$ cat config.mk
export PLATFORM = sky130hd
export DESIGN_NAME = clint_timer
export DESIGN_NICKNAME = d
export VERILOG_FILES = /design/src/rtl/clint_timer.sv
export SDC_FILE = /design/constraint.sdc
export NUM_CORES = 1
export LEC_CHECK = 0
export BUFFER_PORTS_ARGS = -buffer_cell sky130_fd_sc_hd__clkbuf_2
export CAP_MARGIN = 15
export CORE_MARGIN = 2
export CORE_UTILIZATION = 40
export DETAILED_ROUTE_END_ITERATION = 10
export PLACE_DENSITY = 0.64
export SETUP_SLACK_MARGIN = 0.4
export SYNTH_ARGS = -nofsm -noshare
export SYNTH_HDL_FRONTEND = slang
export SYNTH_SLANG_ARGS = --single-unit
export TNS_END_PERCENT = 1
$ cat constraint.sdc
create_clock -name clk -period 5.42 [get_ports clk]
set_input_delay 0.813 -clock clk [delete_from_list [all_inputs] [get_ports clk]]
set_output_delay 0.813 -clock clk [all_outputs]
set_load 0.02 [all_outputs]
$ cat src/rtl/clint_timer.sv
// Core-local interruptor: 64-bit mtime/mtimecmp timer and msip
// software interrupt behind a single-cycle memory-mapped slave port.
module clint_timer #(
  parameter int unsigned TICK_DIV  = 1,
  parameter logic [15:0] BASE_MASK = 16'hFFFF
) (
  input  logic        clk,
  input  logic        rst,
  input  logic        req,
  input  logic        we,
  input  logic [15:0] addr,
  input  logic [31:0] wdata,
  output logic [31:0] rdata,
  output logic        rvalid,
  output logic        err,
  input  logic        halt,
  output logic        timer_irq,
  output logic        swi_irq
);

  localparam logic [15:0] OFF_MSIP   = 16'h0000;
  localparam logic [15:0] OFF_CMP_LO = 16'h4000;
  localparam logic [15:0] OFF_CMP_HI = 16'h4004;
  localparam logic [15:0] OFF_MT_LO  = 16'hBFF8;
  localparam logic [15:0] OFF_MT_HI  = 16'hBFFC;

  localparam logic [15:0] DIV_LAST = 16'(TICK_DIV - 1);

  logic [63:0] mtime_q, mtime_d;
  logic [63:0] mtimecmp_q, mtimecmp_d;
  logic        msip_q, msip_d;
  logic [15:0] presc_q, presc_d;
  logic [31:0] rdata_q, rdata_d;
  logic        rvalid_q, rvalid_d;
  logic        err_q, err_d;
  logic        tirq_q, tirq_d;
  logic        swi_q, swi_d;

  logic [15:0] off;
  logic        sel_msip;
  logic        sel_cmp_lo;
  logic        sel_cmp_hi;
  logic        sel_mt_lo;
  logic        sel_mt_hi;
  logic        mapped;
  logic        wr;
  logic        rd;
  logic        tick;
  logic [31:0] rd_mux;

  // Only the bits selected by BASE_MASK take part in decode.
  assign off = addr & BASE_MASK & 16'hFFFC;

  assign sel_msip   = (off == (OFF_MSIP   & BASE_MASK));
  assign sel_cmp_lo = (off == (OFF_CMP_LO & BASE_MASK));
  assign sel_cmp_hi = (off == (OFF_CMP_HI & BASE_MASK));
  assign sel_mt_lo  = (off == (OFF_MT_LO  & BASE_MASK));
  assign sel_mt_hi  = (off == (OFF_MT_HI  & BASE_MASK));

  assign mapped = sel_msip | sel_cmp_lo | sel_cmp_hi
                | sel_mt_lo | sel_mt_hi;

  assign wr = req & we;
  assign rd = req & ~we;

  assign tick = ~halt & (presc_q == DIV_LAST);

  always_comb begin
    presc_d = presc_q;
    if (!halt) begin
      if (tick) presc_d = '0;
      else      presc_d = presc_q + 16'd1;
    end
  end

  // A write to either half pre-empts the tick for that cycle.
  always_comb begin
    mtime_d = mtime_q;
    if (wr && sel_mt_lo) begin
      mtime_d[31:0] = wdata;
    end else if (wr && sel_mt_hi) begin
      mtime_d[63:32] = wdata;
    end else if (tick) begin
      mtime_d = mtime_q + 64'd1;
    end
  end

  always_comb begin
    mtimecmp_d = mtimecmp_q;
    msip_d     = msip_q;
    if (wr) begin
      unique case (1'b1)
        sel_cmp_lo: mtimecmp_d[31:0]  = wdata;
        sel_cmp_hi: mtimecmp_d[63:32] = wdata;
        sel_msip:   msip_d            = wdata[0];
        default:    ;
      endcase
    end
  end

  always_comb begin
    rd_mux = '0;
    unique case (1'b1)
      sel_msip:   rd_mux = {31'd0, msip_q};
      sel_cmp_lo: rd_mux = mtimecmp_q[31:0];
      sel_cmp_hi: rd_mux = mtimecmp_q[63:32];
      sel_mt_lo:  rd_mux = mtime_q[31:0];
      sel_mt_hi:  rd_mux = mtime_q[63:32];
      default:    rd_mux = '0;
    endcase
  end

  always_comb begin
    rdata_d  = rdata_q;
    rvalid_d = rd;
    err_d    = req & ~mapped;
    if (rd) rdata_d = rd_mux;
  end

  always_comb begin
    tirq_d = (mtime_q >= mtimecmp_q);
    swi_d  = msip_q;
  end

  always_ff @(posedge clk or posedge rst) begin
    if (rst) begin
      mtime_q    <= '0;
      mtimecmp_q <= '1;
      msip_q     <= 1'b0;
      presc_q    <= '0;
      rdata_q    <= '0;
      rvalid_q   <= 1'b0;
      err_q      <= 1'b0;
      tirq_q     <= 1'b0;
      swi_q      <= 1'b0;
    end else begin
      mtime_q    <= mtime_d;
      mtimecmp_q <= mtimecmp_d;
      msip_q     <= msip_d;
      presc_q    <= presc_d;
      rdata_q    <= rdata_d;
      rvalid_q   <= rvalid_d;
      err_q      <= err_d;
      tirq_q     <= tirq_d;
      swi_q      <= swi_d;
    end
  end

  assign rdata     = rdata_q;
  assign rvalid    = rvalid_q;
  assign err       = err_q;
  assign timer_irq = tirq_q;
  assign swi_irq   = swi_q;

endmodule
==> flow_summary.ini, run 1 <==
[synthesis]
post_synth_xor_area_fraction_pct = 4.26
yosysSeqAreaShare_pct = 43.1
synth_enable_flop_cells = 0
area_share_of_fa_ha_maj_cells_after_synthesis_pct = 7.84
syn_area_per_cell_um2 = 9.00
synth_async_sr_flop_share_pct = 100
post_synthesis_compound_gate_area_fraction_pct = 16.0
synthSimpleGateAreaFrac_pct = 20.0
main_combinational_cell_family_by_area_after_synthesis = simple AND/OR/NAND/NOR gates
post_synth_inst_count = 1188
synth.lib_cells_used.distinct = 64
synth_flop_cell = dfrtp_1
post_synth_instance_area_um2 = 10700
synth.yosys.warnings = 0
muxShareOfSynthArea_pct = 3.70
synth_nets = 1308
synth-seq-cells = 181

[layout]
flow.area_growth_from_synthesis_pct = 13.0
drive_gt1_share_pct = 19.7
fillers = 2544
diodes = 0
design_area_um2 = 12100
design.final.nets = 1370

[drt]
route.detailed.vias_per_inst = 5.77
remaining_drc_errors = 4
drtAntennaViolNets = 0
avgRoutedWirePerCell_um = 18.5
detailroute.via_count = 9217
first_iter_violations = 841
drt-total-wl_um = 29500
drt_pre_antenna_iters = 9

[critical_path]
required_time_at_the_worst_slack_endpoint_ns = 5.74
cp-start-kind = flop
reg2reg_setup_slack_ns = 1.98
cp_num_buf_inv = 1
regToRegStartpoint = mtime_q[0]
critPathCapture = timer_irq
crit_path_start = mtime_q[0]
reg2reg_to = timer_irq
crit_family = compound AO/OA/AOI/OAI gates
critical_path.slowest_cell = a2111oi_0
critical_path.cell_chain = inv_1 > ha_1 > nand2b_1 > a2111oi_0 > o311ai_0 > a2111oi_0 > o221ai_1 > a21o_1
reg2regPathDepth = 8
timing.critical_path.mode_cell = a2111oi_0
critPathCaptureType = flop
critical_path.max_stage_delay_ns = 0.85
crit_path_arrival_time_ns = 3.76
timing.setup.critical_path_class = flop to flop
path_depth = 8
worst-path-max-fanout = 7

[global_route]
antenna_found_initial = 0
grt_usage_pct = 21.8
globalRoute.totalOverflow = 0
number_of_global_route_vias_before_repair = 9084
maximum_number_of_pins_on_one_net_before_global_route_repair = 182
grt_pass1_wl_um = 48800

[clocking]
tritoncts_clock_tree = done
clock-root-buffer = clkbuf_16
clock_tree.buffer_depth = 2
clock_sinks = 181
cts_hold_buffers = 0
post_cts_buffers = 0
postCtsResizedCells = 0
cts_inserted_buffers = 17
clk_pin_slew_ns = 0.07
cts_htree_levels = 4
clk_latency_ns = 0.44

[hold_path]
hold_path_class = flop to flop

[timing]
worst_slew_margin_rel_pct = 31.8
timing.setup.tns_ns = 0
clock.fmax_mhz = 291
post-route-min-period_ns = 3.44
finalMaxSlewViolations = 0
fin_hold_ws_ns = 0.407
rsz0062_at_grt = no
worst_clk_skew_ns = 0.0121
timing.final.hold_violations = 0
setup_ws_ns = 1.98
worst-slew-pin-transition_ns = 1.02
period_share_pct = 63.4
setup_viol_count_final = 0

[power]
pwr_density_cell_nw_per_um2 = 248
worst_ir_drop_vdd_mv = 0.155
power_mw = 3.00
p_leak_nw = 5.63

[place]
standard_cell_area_after_detailed_placement_um2 = 11500
preCtsSetupSlack_ns = 1.75
gp_congestion = 0.879
detailed_place_hpwl_um = 20600
buffer_ports.inserted = 86

[die]
std_cell_rows = 59
chipHeight_um = 167
io-pin-count = 89
initial_core_util_pct = 40.9
dieArea_um2 = 28100
die_width_um = 167
core_um2 = 26100

[job]
max_cap_viols = 0

[outcome]
failed_checks = DRC
run_status = finished, violations left
## flip-flops by register name, indices dropped and copies added (netlist names)
name	flops
mtime_q	64
mtimecmp_q	64
rdata	32
presc_q	16
err	1
msip_q	1
rvalid	1
swi_irq	1
timer_irq	1
## through the flow
step                cells  util [%]
floorplan            1188         -
global placement     1566      44.0
detailed placement   1566      44.0
CTS                  1598      46.2
global route         1598      46.2
finish               1598      46.2
## cell usage after synthesis, types with 3 or more instances
cell      number  area share [%]
and4_1        11            0.90
nand4_1       35             2.0
nand2b_1       5            0.29
a31o_2         5            0.41
mux2i_1        8            0.75
inv_1         84             2.9
nor3_1        23             1.1
o211ai_1      10            0.70
nor4_2         4            0.47
a211oi_1       4            0.28
ha_1          67             7.8
a21oi_1       35             1.6
a21o_1         7            0.49
or3_1          7            0.41
clkbuf_1      49             1.7
nor2_1        32             1.1
nand2_1      210             7.4
and3_1        14            0.82
o21ai_0      155             7.3
and2_1         6            0.35
a222oi_1      31             2.9
dfstp_2       64              16
xor2_1        19             1.6
nor4b_1        5            0.41
buf_2          5            0.23
nor4_1        21             1.2
or4_1          5            0.35
nand3_1       41             1.9
xnor2_1       33             2.7
dfrtp_1      117              27
mux2_2        28             2.9
o22ai_1        3            0.18
## layout by cell type, fill, tap and decap left out, types with 7 or more instances in the layout
cell	synthesis	final
a21o_1	7	7
a21oi_1	35	35
a222oi_1	31	31
and3_1	14	14
and4_1	11	11
buf_4	1	13
clkbuf_16	0	17
clkbuf_2	0	86
dfrtp_1	117	117
dfstp_2	64	64
ha_1	67	67
inv_1	84	83
mux2_2	28	28
mux2i_1	8	8
nand2_1	210	210
nand3_1	41	41
nand4_1	35	35
nor2_1	32	30
nor3_1	23	21
nor4_1	21	20
o211ai_1	10	10
o21ai_0	155	155
or3_1	7	7
xnor2_1	33	33
xor2_1	19	19
## logic make-up after synthesis
family | after synthesis
xor gates and xnor gates | 52
and+or+nand+nor | 434
DFF | 181
muxes | 36
buffers and inverters | 141
adders and majority gates | 67
AOI/OAI and AO/OA | 277
## worst min path at each step
stage / from / endpoint / cells past startpoint
final: msip_q / swi_irq / 0
after CTS: msip_q / swi_irq / 0
after detailed placement: msip_q / swi_irq / 0
after global placement: msip_q / swi_irq / 0
after global routing: msip_q / swi_irq / 0
after floorplan: msip_q / swi_irq / 0
## power breakdown
group          switching (mW)  total (mW)  internal, mW
logic                   0.175       0.273        0.0979
clock network           0.576        1.28         0.699
registers              0.0580        1.45          1.39
## routing by layer
metal / global-route usage (%) / vias to the layer above / part of all wire [%]
li1: - / 4415 / -
met2: 35.5 / 270 / 47
met5: 0 / - / 0
met3: 3.14 / 37 / 4.7
met1: 30.5 / 4495 / 47
met4: 5.60 / 0 / 1.4
## area by class of cell
type                    instances  area, um2  share of cell area (%)
flip-flops and latches        181       4610                    38.2
repair buffers                100        548                    4.54
multi-input cells             866       5600                    46.3
well taps                     335        419                    3.47
clock buffers                  19        443                    3.67
clock inverters                13        146                    1.21
inverters                      84        319                    2.64
No activity file was read; power rests on OpenSTA's default activity.
==> inputs of run 2 (changes only) <==
==> constraint.sdc (replaced) <==
create_clock -name clk -period 3.1 [get_ports clk]
set_input_delay 0.465 -clock clk [delete_from_list [all_inputs] [get_ports clk]]
set_output_delay 0.465 -clock clk [all_outputs]
set_load 0.02 [all_outputs]
==> flow_summary.ini, run 2 (synthesis gave the netlist of run 1 again) <==
[outcome]
run_status = finished, violations left
failed_checks = DRC

[critical_path]
critical_path.max_stage_delay_ns = 0.55
required_time_at_the_worst_slack_endpoint_ns = 3.43
timing.setup.critical_path_class = flop to flop
critPathCapture = timer_irq
critical_path.cell_chain = ha_1 > nand2b_1 > a2111oi_4 > o311ai_2 > a2111oi_2 > buf_4 > o221ai_1 > a21o_1
reg2regPathDepth = 8
regToRegStartpoint = mtimecmp_q[0]
reg2reg_to = timer_irq
crit_path_start = mtimecmp_q[0]
critPathCaptureType = flop
worst-path-max-fanout = 3
critical_path.slowest_cell = dfstp_2
reg2reg_setup_slack_ns = 0.50
crit_path_arrival_time_ns = 2.94
cp-start-kind = flop

[timing]
clock.fmax_mhz = 384
timing.setup.tns_ns = 0
rsz0062_at_grt = yes
worst_clk_skew_ns = 0.0126
worst_slew_margin_rel_pct = 46.0
timing.final.hold_violations = 0
worst-slew-pin-transition_ns = 0.810
setup_viol_count_final = 0
finalMaxSlewViolations = 0
period_share_pct = 84.0
post-route-min-period_ns = 2.60
fin_hold_ws_ns = 0.168

[clocking]
clock_tree.buffer_depth = 2
tritoncts_clock_tree = done
clock_sinks = 181
cts_inserted_buffers = 17
clock-root-buffer = clkbuf_16
clk_latency_ns = 0.43
clk_pin_slew_ns = 0.07
cts_htree_levels = 4
post_cts_buffers = 0

[drt]
route.detailed.vias_per_inst = 5.64
avgRoutedWirePerCell_um = 18.2
drtAntennaViolNets = 0
drt-total-wl_um = 29600
remaining_drc_errors = 4
first_iter_violations = 818
detailroute.via_count = 9189
drt_pre_antenna_iters = 8

[layout]
most_used_cells_in_the_layout_excluding_fill_and_tap_cells = nand2_1 (210), o21ai_0 (155), dfrtp_1 (117)
drive_gt1_share_pct = 21.7
design.final.nets = 1401
diodes = 0
layout.cells.most_common = nand2_1
flow.area_growth_from_synthesis_pct = 15.4

[power]
worst_ir_drop_vdd_mv = 0.344
power_mw = 5.30
p_leak_nw = 5.77
pwr_density_cell_nw_per_um2 = 430

[global_route]
maximum_number_of_pins_on_one_net_before_global_route_repair = 131
globalRoute.totalOverflow = 0
number_of_global_route_vias_before_repair = 9117
antenna_found_initial = 0
grt_usage_pct = 22.0
grt_pass1_wl_um = 49200

[die]
std_cell_rows = 59
io-pin-count = 89
core_um2 = 26100
die_width_um = 167
initial_core_util_pct = 40.9
chipHeight_um = 167
dieArea_um2 = 28100

[place]
gp_congestion = 0.892
buffer_ports.inserted = 86
detailed_place_hpwl_um = 21500

[hold_path]
hold_path_class = input port to async pin

[job]
max_cap_viols = 0
## run 2: area by class of cell
class / instances / area [um2]
Fill cell: 2533 / 13800
Multi-Input combinational cell: 866 / 5640
Sequential cell: 181 / 4610
Timing Repair Buffer: 131 / 781
Clock buffer: 22 / 444
Tap cell: 335 / 419
Inverter: 84 / 319
Clock inverter: 9 / 129
## run 2: repair_timing
item	4_1_cts	5_1_grt
hold buffers	0	0
setup endpoints to repair	1	11
pin swaps	1	0
hold endpoints to repair	0	0
gates resized for setup	6	4
## run 2: metrics by stage
stage          cell area, um2  instances  worst slack [ns]  utilization, %
5_1_grt                 12300       1628             0.340            47.2
3_5_place_dp            11700       1597           -0.0130            44.8
4_1_cts                 12300       1628             0.448            47.1
6_report                12300       1628             0.495            47.2
2_1_floorplan           10700       1188             0.365               -
3_3_place_gp            11700       1597            0.0197            44.8
## run 2: worst min path at each step
stage	end	slack [ns]	cells past startpoint
after floorplan	swi_irq	0.37	0
after global placement	swi_irq	0.40	0
final	rdata[30]	0.17	3
after global routing	mtimecmp_q[41]	0.29	3
after CTS	err	0.27	3
after detailed placement	swi_irq	0.40	0
## run 2: routing by layer
| metal | part of all wire (%) | vias up | track usage [%] |
|---|---|---|---|
| met2 | 47 | 265 | 35.8 |
| met5 | 0 | - | 0 |
| met4 | 1.4 | 0 | 4.91 |
| met3 | 5.9 | 25 | 3.76 |
| li1 | - | 4461 | - |
| met1 | 46 | 4438 | 30.8 |
## run 2: where the power goes
part           leakage (nW)  switching [mW]  internal [mW]
Combinational          3.22           0.361          0.236
Clock                 0.274           0.939           1.26
Sequential             2.27          0.0692           2.43
Total                  5.77            1.37           3.93
## run 2: worst max-delay path: cells and delay by family (launching register included)
family,cells,cell delay (ns)
AND/OR/NAND/NOR,1,0.18
flip-flops,1,0.55
buffers and inverters,1,0.17
adder cells (fa/ha/maj),1,0.22
AO/OA/AOI/OAI,5,1.38
==> inputs of run 3 (changes only) <==
--- a/config.mk
+++ b/config.mk
@@ -5,6 +5,7 @@
 export SDC_FILE = /design/constraint.sdc
 export NUM_CORES = 1
 export LEC_CHECK = 0
+export ABC_AREA = 1
 export BUFFER_PORTS_ARGS = -buffer_cell sky130_fd_sc_hd__clkbuf_2
 export CAP_MARGIN = 15
 export CORE_MARGIN = 2
==> constraint.sdc (replaced) <==
create_clock -name clk -period 2.3 [get_ports clk]
set_input_delay 0.345 -clock clk [delete_from_list [all_inputs] [get_ports clk]]
set_output_delay 0.345 -clock clk [all_outputs]
set_load 0.02 [all_outputs]
==> flow_summary.ini, run 3 <==
[drt]
route.detailed.vias_per_inst = 5.29
first_iter_violations = 1094
drt-total-wl_um = 43900
detailroute.via_count = 12601
remaining_drc_errors = 0
drt_pre_antenna_iters = 5
drtAntennaViolNets = 0
avgRoutedWirePerCell_um = 18.4

[global_route]
grt_pass1_wl_um = 68200
number_of_global_route_vias_before_repair = 12135
maximum_number_of_pins_on_one_net_before_global_route_repair = 65
globalRoute.totalOverflow = 0
antenna_found_initial = 0
grt_usage_pct = 26.9

[critical_path]
critical_path.max_stage_delay_ns = 0.42
worst-path-max-fanout = 8
crit_path_arrival_time_ns = 2.25
required_time_at_the_worst_slack_endpoint_ns = 2.66
timing.critical_path.mode_cell = nand2_1
critical_path.cell_chain = buf_6 > nand3_1 > inv_2 > nand2_1 > nor2_4 > nand2_1 > o21ai_1 > nand3_1 > nand2_1 > nand2_1
cp_num_buf_inv = 2
cp-start-kind = flop
timing.setup.critical_path_class = flop to flop
regToRegStartpoint = mtime_q[0]
reg2regPathDepth = 10
reg2reg_to = mtime_q[63]
reg2reg_setup_slack_ns = 0.41
crit_family = simple AND/OR/NAND/NOR gates
critical_path.slowest_cell = dfrtp_1
critPathCaptureType = flop

[power]
p_int_mw = 5.25
p_leak_nw = 6.80
clk_network_pwr_share_pct = 40.2
switchingPower_mw = 2.15
seq_power_share_pct = 45.8
pwr_density_cell_nw_per_um2 = 501
power_switching_share_pct = 29.1
worst_ir_drop_vdd_mv = 0.565
p_comb_share_pct = 14.0

[place]
buffer_ports.inserted = 86
detailed_place_hpwl_um = 34100
preCtsSetupSlack_ns = 0.222
instance_count_after_placement_with_tap_cells_included = 2340
gp_congestion = 1.01

[clocking]
cts_htree_levels = 4
clock-root-buffer = clkbuf_16
tritoncts_clock_tree = done
cts_inserted_buffers = 17
clock_tree.buffer_depth = 2
clk_pin_slew_ns = 0.08
clock_sinks = 181
clk_latency_ns = 0.47

[synthesis]
synth.lib_cells_used.distinct = 34
synth_async_sr_flop_share_pct = 100
yosysSeqAreaShare_pct = 36.6
netlist.area_leader.share_pct = 23.3
synth_most_common_cell = nand2_1
area_share_of_fa_ha_maj_cells_after_synthesis_pct = 6.66
post_synth_inst_count = 1856
synth_nets = 1976
post_synthesis_compound_gate_area_fraction_pct = 9.12
synth_enable_flop_cells = 0
post_synth_xor_area_fraction_pct = 2.99
synthSimpleGateAreaFrac_pct = 36.3
post_synth_instance_area_um2 = 12600
syn_area_per_cell_um2 = 6.78
synth.yosys.warnings = 0
main_combinational_cell_family_by_area_after_synthesis = simple AND/OR/NAND/NOR gates
synthTopCellsByCount = nand2_1 (579), nor2_1 (234), nand3_1 (190)
netlist_top_cells_area = dfrtp_1 (23%), nand2_1 (17%), dfstp_2 (13%)
muxShareOfSynthArea_pct = 0
synth-seq-cells = 181
synth_top_area_cell = dfrtp_1
synth_flop_cell = dfrtp_1

[timing]
worst_clk_skew_ns = 0.0109
clock.fmax_mhz = 529
rsz0062_at_grt = yes
period_share_pct = 82.3
worst_slew_margin_rel_pct = 53.1
post-route-min-period_ns = 1.89
setup_viol_count_final = 0
setup_ws_ns = 0.408
worst-slew-pin-transition_ns = 0.704
timing.final.hold_violations = 0
finalMaxSlewViolations = 0

[layout]
fin_util_pct = 48.0
flow.area_growth_from_synthesis_pct = 17.2
drive_gt1_share_pct = 19.9
layout.cells.most_common = nand2_1
most_used_cells_in_the_layout_excluding_fill_and_tap_cells = nand2_1 (565), nor2_1 (204), nand3_1 (188)
diodes = 0
design.final.nets = 2093
layoutNonFillerInstCount = 2382

[die]
initial_core_util_pct = 40.9
core_um2 = 30700
io-pin-count = 89
chipHeight_um = 181
dieArea_um2 = 32900
die_width_um = 181
std_cell_rows = 64

[outcome]
run_status = finished, final reports clean

[job]
max_cap_viols = 0

[hold_path]
hold_path_class = input port to flop
min-delay-start = wdata[27]
min_delay_path_depth = 3
worst_hold_path.endpoint = mtimecmp_q[59]
[run 3: cell types whose count changed after synthesis, sizes merged, moves of 14 or more]
cell,previous run,this run
nand2,211,590
nor2,32,255
nand3,41,196
inv,84,198
o21ai,155,191
a222oi,31,0
mux2,28,0
buf,8,31
nor4,25,2
clkbuf,49,29
nor3,24,6
and3,14,0
[run 3: repair_timing]
item                                    in CTS  in global routing
hold endpoints to repair                    14                  0
gates resized for setup                     14                 98
pin swaps                                    3                 17
setup buffers                                3                  5
hold buffers                                 1                  0
endpoints found under the setup margin      44                 65
gates cloned                                 0                  1
[run 3: worst reg2reg max path, delay by kind of cell (launching register included)]
family / cells / cell delay, ns
and+or+nand+nor: 7 / 0.90
DFF: 1 / 0.42
buffers and inverters: 2 / 0.30
AOI/OAI and AO/OA: 1 / 0.18
[run 3: power by group through the flow]
stage	combinational [mW]	sequential [mW]	clock, mW
2_1_floorplan	0.572	3.41	0
3_3_place_gp	0.896	3.42	0
3_5_place_dp	0.912	3.43	0
4_1_cts	0.940	3.37	3.03
5_1_grt	1.16	3.40	3.14
6_report	1.04	3.39	2.97
[run 3: cell families (layout without fill, tap and decap cells)]
family	count (synthesis)	in the layout
fa+ha+maj	67	67
buf+inv	259	389
flops	181	181
compound gates	226	226
simple gates	1080	1080
xor+xnor	43	43
[run 3: area by class of cell]
cell class / count / area (um2)
multi-input cells: 1416 / 7160
fillers: 3187 / 16000
clock buffers: 20 / 467
repair buffers: 158 / 1110
clock inverters: 12 / 116
well taps: 396 / 495
inverters: 199 / 757
flip-flops and latches: 181 / 4650
[run 3: worst max-delay path by stage]
stage | from | slack (ns) | depth (start not counted) | to
detailed placement | presc_q[0] | 0.22 | 13 | mtime_q[25]
global placement | presc_q[0] | 0.28 | 13 | mtime_q[23]
CTS | mtime_q[10] | 0.37 | 11 | mtime_q[45]
floorplan | rst | -0.32 | 1 | err
global route | mtime_q[10] | 0.32 | 9 | mtime_q[53]
finish | mtime_q[0] | 0.41 | 10 | mtime_q[63]
[run 3: metrics by stage]
stage / setup TNS (ns) / area (um2) / power, mW / hold slack [ns]
6_report: 0 / 14800 / 7.40 / 0.122
3_5_place_dp: 0 / 13800 / 4.34 / 0.401
2_1_floorplan: -36.89 / 12600 / 3.98 / 0.369
3_3_place_gp: 0 / 13800 / 4.32 / 0.394
5_1_grt: 0 / 14800 / 7.69 / 0.129
4_1_cts: 0 / 14400 / 7.34 / 0.110
[run 3: metal layers]
metal | vias up | global-route usage (%) | wire length [um]
met1 | 5902 | 36.9 | 19500
li1 | 6170 | - | -
met2 | 455 | 43.1 | 20000
met4 | 0 | 10.1 | 1300
met5 | - | 0 | 0
met3 | 74 | 4.03 | 3040
